--- config.mk ---
export PLATFORM = sky130hd
export DESIGN_NAME = svm_coef_loader
export DESIGN_NICKNAME = d
export VERILOG_FILES = /design/src/rtl/svm_coef_loader_pkg.sv /design/src/rtl/svm_coef_loader_coef_packer.sv /design/src/rtl/svm_coef_loader.sv
export SDC_FILE = /design/constraint.sdc
export NUM_CORES = 2
export LEC_CHECK = 0
export CAP_MARGIN = 10
export CORE_AREA = 8 8 499 501
export CTS_CLUSTER_SIZE = 16
export DETAILED_ROUTE_END_ITERATION = 10
export DIE_AREA = 0 0 507 509
export GPL_TIMING_DRIVEN = 0
export PLACE_DENSITY = 0.42
export SLEW_MARGIN = 20
export SYNTH_ARGS = -nofsm -noshare
export SYNTH_HDL_FRONTEND = slang
export SYNTH_SLANG_ARGS = --single-unit
export TNS_END_PERCENT = 1
--- constraint.sdc ---
create_clock -name clk -period 2.75 [get_ports clk]
set_input_delay 0.825 -clock clk [delete_from_list [all_inputs] [get_ports clk]]
set_output_delay 0.825 -clock clk [all_outputs]
set_load 0.05 [all_outputs]
--- src/rtl/svm_coef_loader_pkg.sv ---
// Shared constants and FSM encoding for the SVM coefficient loader.
// The SVM detector must be built against the same row geometry.
package svm_coef_loader_pkg;
    localparam int FEA_I  = 4;
    localparam int FEA_F  = 8;
    localparam int FEA_W  = FEA_I + FEA_F;
    localparam int N_COEF = 105;
    localparam int RAM_DW = FEA_W * N_COEF;
    localparam int N_ROWS = 36;
    localparam int ADDR_W = 6;
    localparam int K_W    = $clog2(N_COEF);

    typedef enum logic [2:0] {
        ST_IDLE,
        ST_LOAD,
        ST_WRITE,
        ST_BIAS,
        ST_FIN
    } state_e;
endpackage

--- src/rtl/svm_coef_loader_coef_packer.sv ---
// Shift-in packer: N_COEF serial coefficients become one RAM row, first word at field 0.
module coef_packer
    import svm_coef_loader_pkg::*;
(
    input  logic              clk,
    input  logic              rst,
    input  logic              clear_i,
    input  logic              push_i,
    input  logic [FEA_W-1:0]  din_i,
    output logic [RAM_DW-1:0] row_o,
    output logic              row_full_o
);
    logic [RAM_DW-1:0] sr_q, sr_d;
    logic [K_W-1:0]    k_q, k_d;

    // Asserted on the push that completes the row.
    assign row_full_o = push_i && !clear_i && (k_q == K_W'(N_COEF - 1));
    assign row_o      = sr_q;

    always_comb begin
        sr_d = sr_q;
        k_d  = k_q;
        if (clear_i) begin
            k_d = '0;
        end else if (push_i) begin
            sr_d = {din_i, sr_q[RAM_DW-1:FEA_W]};
            k_d  = row_full_o ? '0 : k_q + 1'b1;
        end
    end

    always_ff @(posedge clk) begin
        if (!rst) begin
            sr_q <= '0;
            k_q  <= '0;
        end else begin
            sr_q <= sr_d;
            k_q  <= k_d;
        end
    end
endmodule

--- src/rtl/svm_coef_loader.sv ---
// Streams N_ROWS packed coefficient rows into the SVM RAM, then loads the bias.
// s_ready depends only on state and abort, never on s_valid.
module svm_coef_loader
    import svm_coef_loader_pkg::*;
(
    input  logic              clk,
    input  logic              rst,
    input  logic              start,
    input  logic              abort,
    input  logic              s_valid,
    input  logic [FEA_W-1:0]  s_data,
    output logic              s_ready,
    output logic [ADDR_W-1:0] addr_a,
    output logic              write_en,
    output logic [RAM_DW-1:0] wr_data,
    output logic [FEA_W-1:0]  bias,
    output logic              b_load,
    output logic              busy,
    output logic              done
);
    state_e            state_q, state_d;
    logic [ADDR_W-1:0] row_q, row_d;
    logic [ADDR_W-1:0] addr_q, addr_d;
    logic [FEA_W-1:0]  bias_q, bias_d;
    logic              accept, pk_push, pk_clear, row_full;

    // abort outranks any accept in the same cycle, so it also drops s_ready.
    assign s_ready  = ((state_q == ST_LOAD) || (state_q == ST_BIAS)) && !abort;
    assign accept   = s_valid && s_ready;
    assign pk_push  = accept && (state_q == ST_LOAD);
    assign pk_clear = abort || (state_q == ST_IDLE);
    assign addr_a   = addr_q;
    assign bias     = bias_q;

    coef_packer u_packer (
        .clk        (clk),
        .rst        (rst),
        .clear_i    (pk_clear),
        .push_i     (pk_push),
        .din_i      (s_data),
        .row_o      (wr_data),
        .row_full_o (row_full)
    );

    always_comb begin
        state_d  = state_q;
        row_d    = row_q;
        addr_d   = addr_q;
        bias_d   = bias_q;
        write_en = 1'b0;
        b_load   = 1'b0;
        done     = 1'b0;
        busy     = (state_q != ST_IDLE);
        case (state_q)
            ST_IDLE: begin
                if (start) begin
                    state_d = ST_LOAD;
                    row_d   = '0;
                end
            end
            ST_LOAD: begin
                if (row_full) begin
                    state_d = ST_WRITE;
                    addr_d  = row_q;
                end
            end
            ST_WRITE: begin
                write_en = 1'b1;
                if (row_q == ADDR_W'(N_ROWS - 1)) begin
                    state_d = ST_BIAS;
                end else begin
                    row_d   = row_q + 1'b1;
                    state_d = ST_LOAD;
                end
            end
            ST_BIAS: begin
                if (accept) begin
                    bias_d  = s_data;
                    state_d = ST_FIN;
                end
            end
            ST_FIN: begin
                b_load  = 1'b1;
                done    = 1'b1;
                state_d = ST_IDLE;
            end
            default: state_d = ST_IDLE;
        endcase
        if (abort) begin
            state_d  = ST_IDLE;
            row_d    = '0;
            write_en = 1'b0;
            b_load   = 1'b0;
            done     = 1'b0;
        end
    end

    always_ff @(posedge clk) begin
        if (!rst) begin
            state_q <= ST_IDLE;
            row_q   <= '0;
            addr_q  <= '0;
            bias_q  <= '0;
        end else begin
            state_q <= state_d;
            row_q   <= row_d;
            addr_q  <= addr_d;
            bias_q  <= bias_d;
        end
    end
endmodule

==> impl_metrics.xml <==
<?xml version="1.0" encoding="UTF-8"?>
<metrics>
  <group name="floorplanning">
    <metric name="initial_core_util" unit="%">19.95</metric>
    <metric name="num_rows" unit="">181</metric>
    <metric name="chipHeight" unit="um">509</metric>
    <metric name="fp.dieArea" unit="sq mm">0.2581</metric>
    <metric name="core" unit="sq mm">0.2414</metric>
    <metric name="die-width" unit="um">507</metric>
    <metric name="io_pins" unit="">1300</metric>
  </group>
  <group name="global_route">
    <metric name="groute.usage.overall" unit="%">18.46</metric>
    <metric name="grt_pass1_wl" unit="mm">345.9</metric>
    <metric name="grt_overflow_total" unit="">0</metric>
    <metric name="grt_antenna_before_repair" unit="">10</metric>
    <metric name="grt_start_max_net_pins" unit="">17</metric>
    <metric name="vias_in_the_first_global_route" unit="">43766</metric>
  </group>
  <group name="cts">
    <metric name="cts.sink_count" unit="">1294</metric>
    <metric name="holdBufCountCts" unit="">0</metric>
    <metric name="clock_insertion_delay_worst_skew" unit="ns">0.80</metric>
    <metric name="clk_pin_slew" unit="ns">0.05</metric>
    <metric name="clk_path_buf_depth" unit="">3</metric>
    <metric name="cts_tree" unit="">yes</metric>
    <metric name="h-tree-depth" unit="">4</metric>
    <metric name="clock-root-buffer" unit="">sky130_fd_sc_hd__clkbuf_16</metric>
    <metric name="cts-buffers-inserted" unit="">155</metric>
  </group>
  <group name="sta">
    <metric name="worst_max_slew_pin_slew" unit="ns">0.8287</metric>
    <metric name="fin_skew" unit="ns">0.01998</metric>
    <metric name="slew_viols_final" unit="">0</metric>
    <metric name="setup_viol_count_final" unit="">6</metric>
    <metric name="fmaxAchievable" unit="GHz">0.3547</metric>
    <metric name="worst_max_slew_margin_expressed_relative_to_the_limit" unit="%">44.75</metric>
    <metric name="hold_slack" unit="ns">0.4549</metric>
    <metric name="timing.final.ws_setup" unit="ns">-0.06897</metric>
    <metric name="min_period" unit="ns">2.819</metric>
    <metric name="finalHoldViolCount" unit="">0</metric>
    <metric name="period_share" unit="%">102.5</metric>
    <metric name="grt_setup_unrepaired" unit="">true</metric>
  </group>
  <group name="job">
    <metric name="cap_violations" unit="">0</metric>
  </group>
  <group name="detailed_routing">
    <metric name="post-route-drc-count" unit="">0</metric>
    <metric name="firstDrtPassIters" unit="">5</metric>
    <metric name="route.final.wire_length" unit="mm">250.0</metric>
    <metric name="wl_per_cell" unit="um">24.00</metric>
    <metric name="drt.antenna.violating_nets" unit="">0</metric>
    <metric name="vias_per_cell" unit="">4.201</metric>
    <metric name="drt_iter0_drc" unit="">2371</metric>
    <metric name="route.vias.total" unit="">43754</metric>
  </group>
  <group name="finish">
    <metric name="area_growth" unit="%">44.23</metric>
    <metric name="ff_latch_area" unit="sq mm">0.02592</metric>
    <metric name="final_area" unit="sq mm">0.06946</metric>
    <metric name="multiInputGateArea" unit="sq mm">0.01976</metric>
    <metric name="n_fill_cell" unit="">26305</metric>
    <metric name="final_net_count" unit="">7114</metric>
    <metric name="drive_gt1_share" unit="%">9.766</metric>
    <metric name="layout_commonest_cell" unit="">sky130_fd_sc_hd__nand2_1</metric>
    <metric name="final_cell_mix" unit="">sky130_fd_sc_hd__nand2_1, sky130_fd_sc_hd__dfxtp_1, sky130_fd_sc_hd__dlygate4sd2_1</metric>
  </group>
  <group name="synth">
    <metric name="synth_flop_cell" unit="">sky130_fd_sc_hd__dfxtp_1</metric>
    <metric name="synth-edff-count" unit="">0</metric>
    <metric name="synthesis.nets" unit="">5655</metric>
    <metric name="postSynth.asyncResetShare" unit="%">0</metric>
    <metric name="synthesis.area" unit="sq mm">0.04816</metric>
    <metric name="synthesis.instances" unit="">5635</metric>
    <metric name="ys_seq_elements" unit="">1294</metric>
    <metric name="synth.yosys.warnings" unit="">0</metric>
    <metric name="share_of_the_yosys_chip_area_belonging_to_registers" unit="%">53.79</metric>
    <metric name="synth.distinct_cells" unit="">41</metric>
    <metric name="synth.avg_cell_area" unit="sq um">8.546</metric>
  </group>
  <group name="critical_path">
    <metric name="critical_path_peak_fanout" unit="">4</metric>
    <metric name="criticalPathCategory" unit="">in -&gt; out</metric>
    <metric name="worst_setup_path_start_kind" unit="">input port</metric>
    <metric name="worst-endpoint-arrival" unit="ns">1.99</metric>
    <metric name="critPathCaptureType" unit="">output pin</metric>
    <metric name="required" unit="ns">1.93</metric>
  </group>
  <group name="placed_design">
    <metric name="postPlaceCellArea" unit="sq mm">0.06518</metric>
    <metric name="dp_wirelength" unit="mm">205.0</metric>
    <metric name="port-buffer-count" unit="">1298</metric>
    <metric name="gp_routability_congestion" unit="">0.8666</metric>
  </group>
  <group name="pwr">
    <metric name="max-vdd-ir-drop" unit="V">0.0005281</metric>
    <metric name="pwr_density_cell" unit="mW/mm^2">578.6</metric>
    <metric name="leakage" unit="nW">32.13</metric>
  </group>
  <group name="status">
    <metric name="outcome" unit="">finished, violations left</metric>
    <metric name="violations_in_the_final_reports" unit="">setup timing</metric>
  </group>
  <group name="min_path">
    <metric name="hp-class" unit="">reg -&gt; reg</metric>
  </group>
</metrics>
==> power by group <==
part	internal (W)	leakage [nW]	switching, W
clock network	0.0118	2.44	0.00857
registers	0.0187	10.4	0.00000600
logic	0.000386	19.3	0.000642
==> cells in the mapped netlist (2+ instances only) <==
library cell,n,area (sq um)
sky130_fd_sc_hd__a21boi_0,694,5210
sky130_fd_sc_hd__a21boi_1,566,4249
sky130_fd_sc_hd__a21oi_1,4,20.02
sky130_fd_sc_hd__buf_2,174,870.8
sky130_fd_sc_hd__buf_4,33,247.7
sky130_fd_sc_hd__buf_6,71,799.5
sky130_fd_sc_hd__clkbuf_1,154,578.1
sky130_fd_sc_hd__dfxtp_1,1294,25900
sky130_fd_sc_hd__ha_1,3,37.54
sky130_fd_sc_hd__inv_1,6,22.52
sky130_fd_sc_hd__mux2i_1,13,130.1
sky130_fd_sc_hd__nand2_1,2535,9515
sky130_fd_sc_hd__nand2b_1,3,18.77
sky130_fd_sc_hd__nand3_1,6,30.03
sky130_fd_sc_hd__nand3_2,4,40.04
sky130_fd_sc_hd__nor2_1,16,60.06
sky130_fd_sc_hd__nor2b_1,15,93.84
sky130_fd_sc_hd__nor3_1,6,30.03
sky130_fd_sc_hd__nor4_1,3,18.77
sky130_fd_sc_hd__nor4b_1,2,17.52
sky130_fd_sc_hd__o21ai_2,6,52.55
sky130_fd_sc_hd__xnor2_1,8,70.07
==> per-layer routing <==
metal  vias up  track usage (%)  part of all wire [%]
met4         0            5.305                   2.9
met1     21125            20.17                    38
li1      21105                -                     -
met2      1287            33.21                    50
met3       237            7.065                   8.9
met5         -                0                     0
==> cell families after synthesis <==
logic type | share of synthesized area (%)
compound gates | 19.91
xor+xnor | 0.1455
mux | 0.2702
fa+ha+maj | 0.07795
flops | 53.79
simple gates | 20.57
buf+inv | 5.238
==> critical path, stage by stage <==
cell and delay, ns:
sky130_fd_sc_hd__dlygate4sd2_1 0.32, sky130_fd_sc_hd__nor4b_4 0.35, sky130_fd_sc_hd__buf_12 0.18, sky130_fd_sc_hd__buf_4 0.11
sky130_fd_sc_hd__buf_4 0.18
==> metrics by stage <==
step	total power [W]	setup TNS, ns	setup WS [ns]	instances	util, %
after floorplan	0.01984	0	0.1523	5635	-
after detailed placement	0.02022	-1284.34	-1.366	10135	27.00
after global routing	0.04168	-6.570	-0.1766	10414	28.77
after global placement	0.02021	-2273.61	-2.878	10135	27.00
final	0.04019	-0.1156	-0.06897	10415	28.77
after CTS	0.04091	-69.46	-0.2044	10411	28.63
==> state kept, by name, indices dropped and copies added, names as in the netlist <==
signal / cells
state_q: 3
u_packer.row_o: 1260
bias: 12
u_packer.k_q: 7
addr_a: 6
row_q: 6
==> worst paths after layout <==
| path | endpoint | cells past startpoint | slack, ns | from |
|---|---|---|---|---|
| min reg2reg | addr_a[2] | 2 | 0.45 | addr_a[2] |
| max | done | 5 | -0.07 | abort |
| max reg2reg | u_packer.row_o[648] | 10 | -0.02 | state_q[1] |
| min | addr_a[2] | 2 | 0.45 | addr_a[2] |
==> what timing repair did <==
action,in CTS,in global routing
resized for setup,1167,609
pin swaps,2,1
hold endpoints to repair,0,0
setup endpoints to repair,2384,724
setup buffers,4,0
==> layout make-up <==
class | count | share of cell area (%)
antenna | 4 | 0.01441
buffer | 433 | 3.648
clock buffer | 234 | 6.508
clock inverter | 38 | 0.6701
inverter | 6 | 0.03603
multi-input combinational | 3902 | 28.45
sequential | 1294 | 37.32
tap | 3202 | 5.768
timing repair buffer | 1302 | 17.58
No activity file was read; power rests on OpenSTA's default activity.
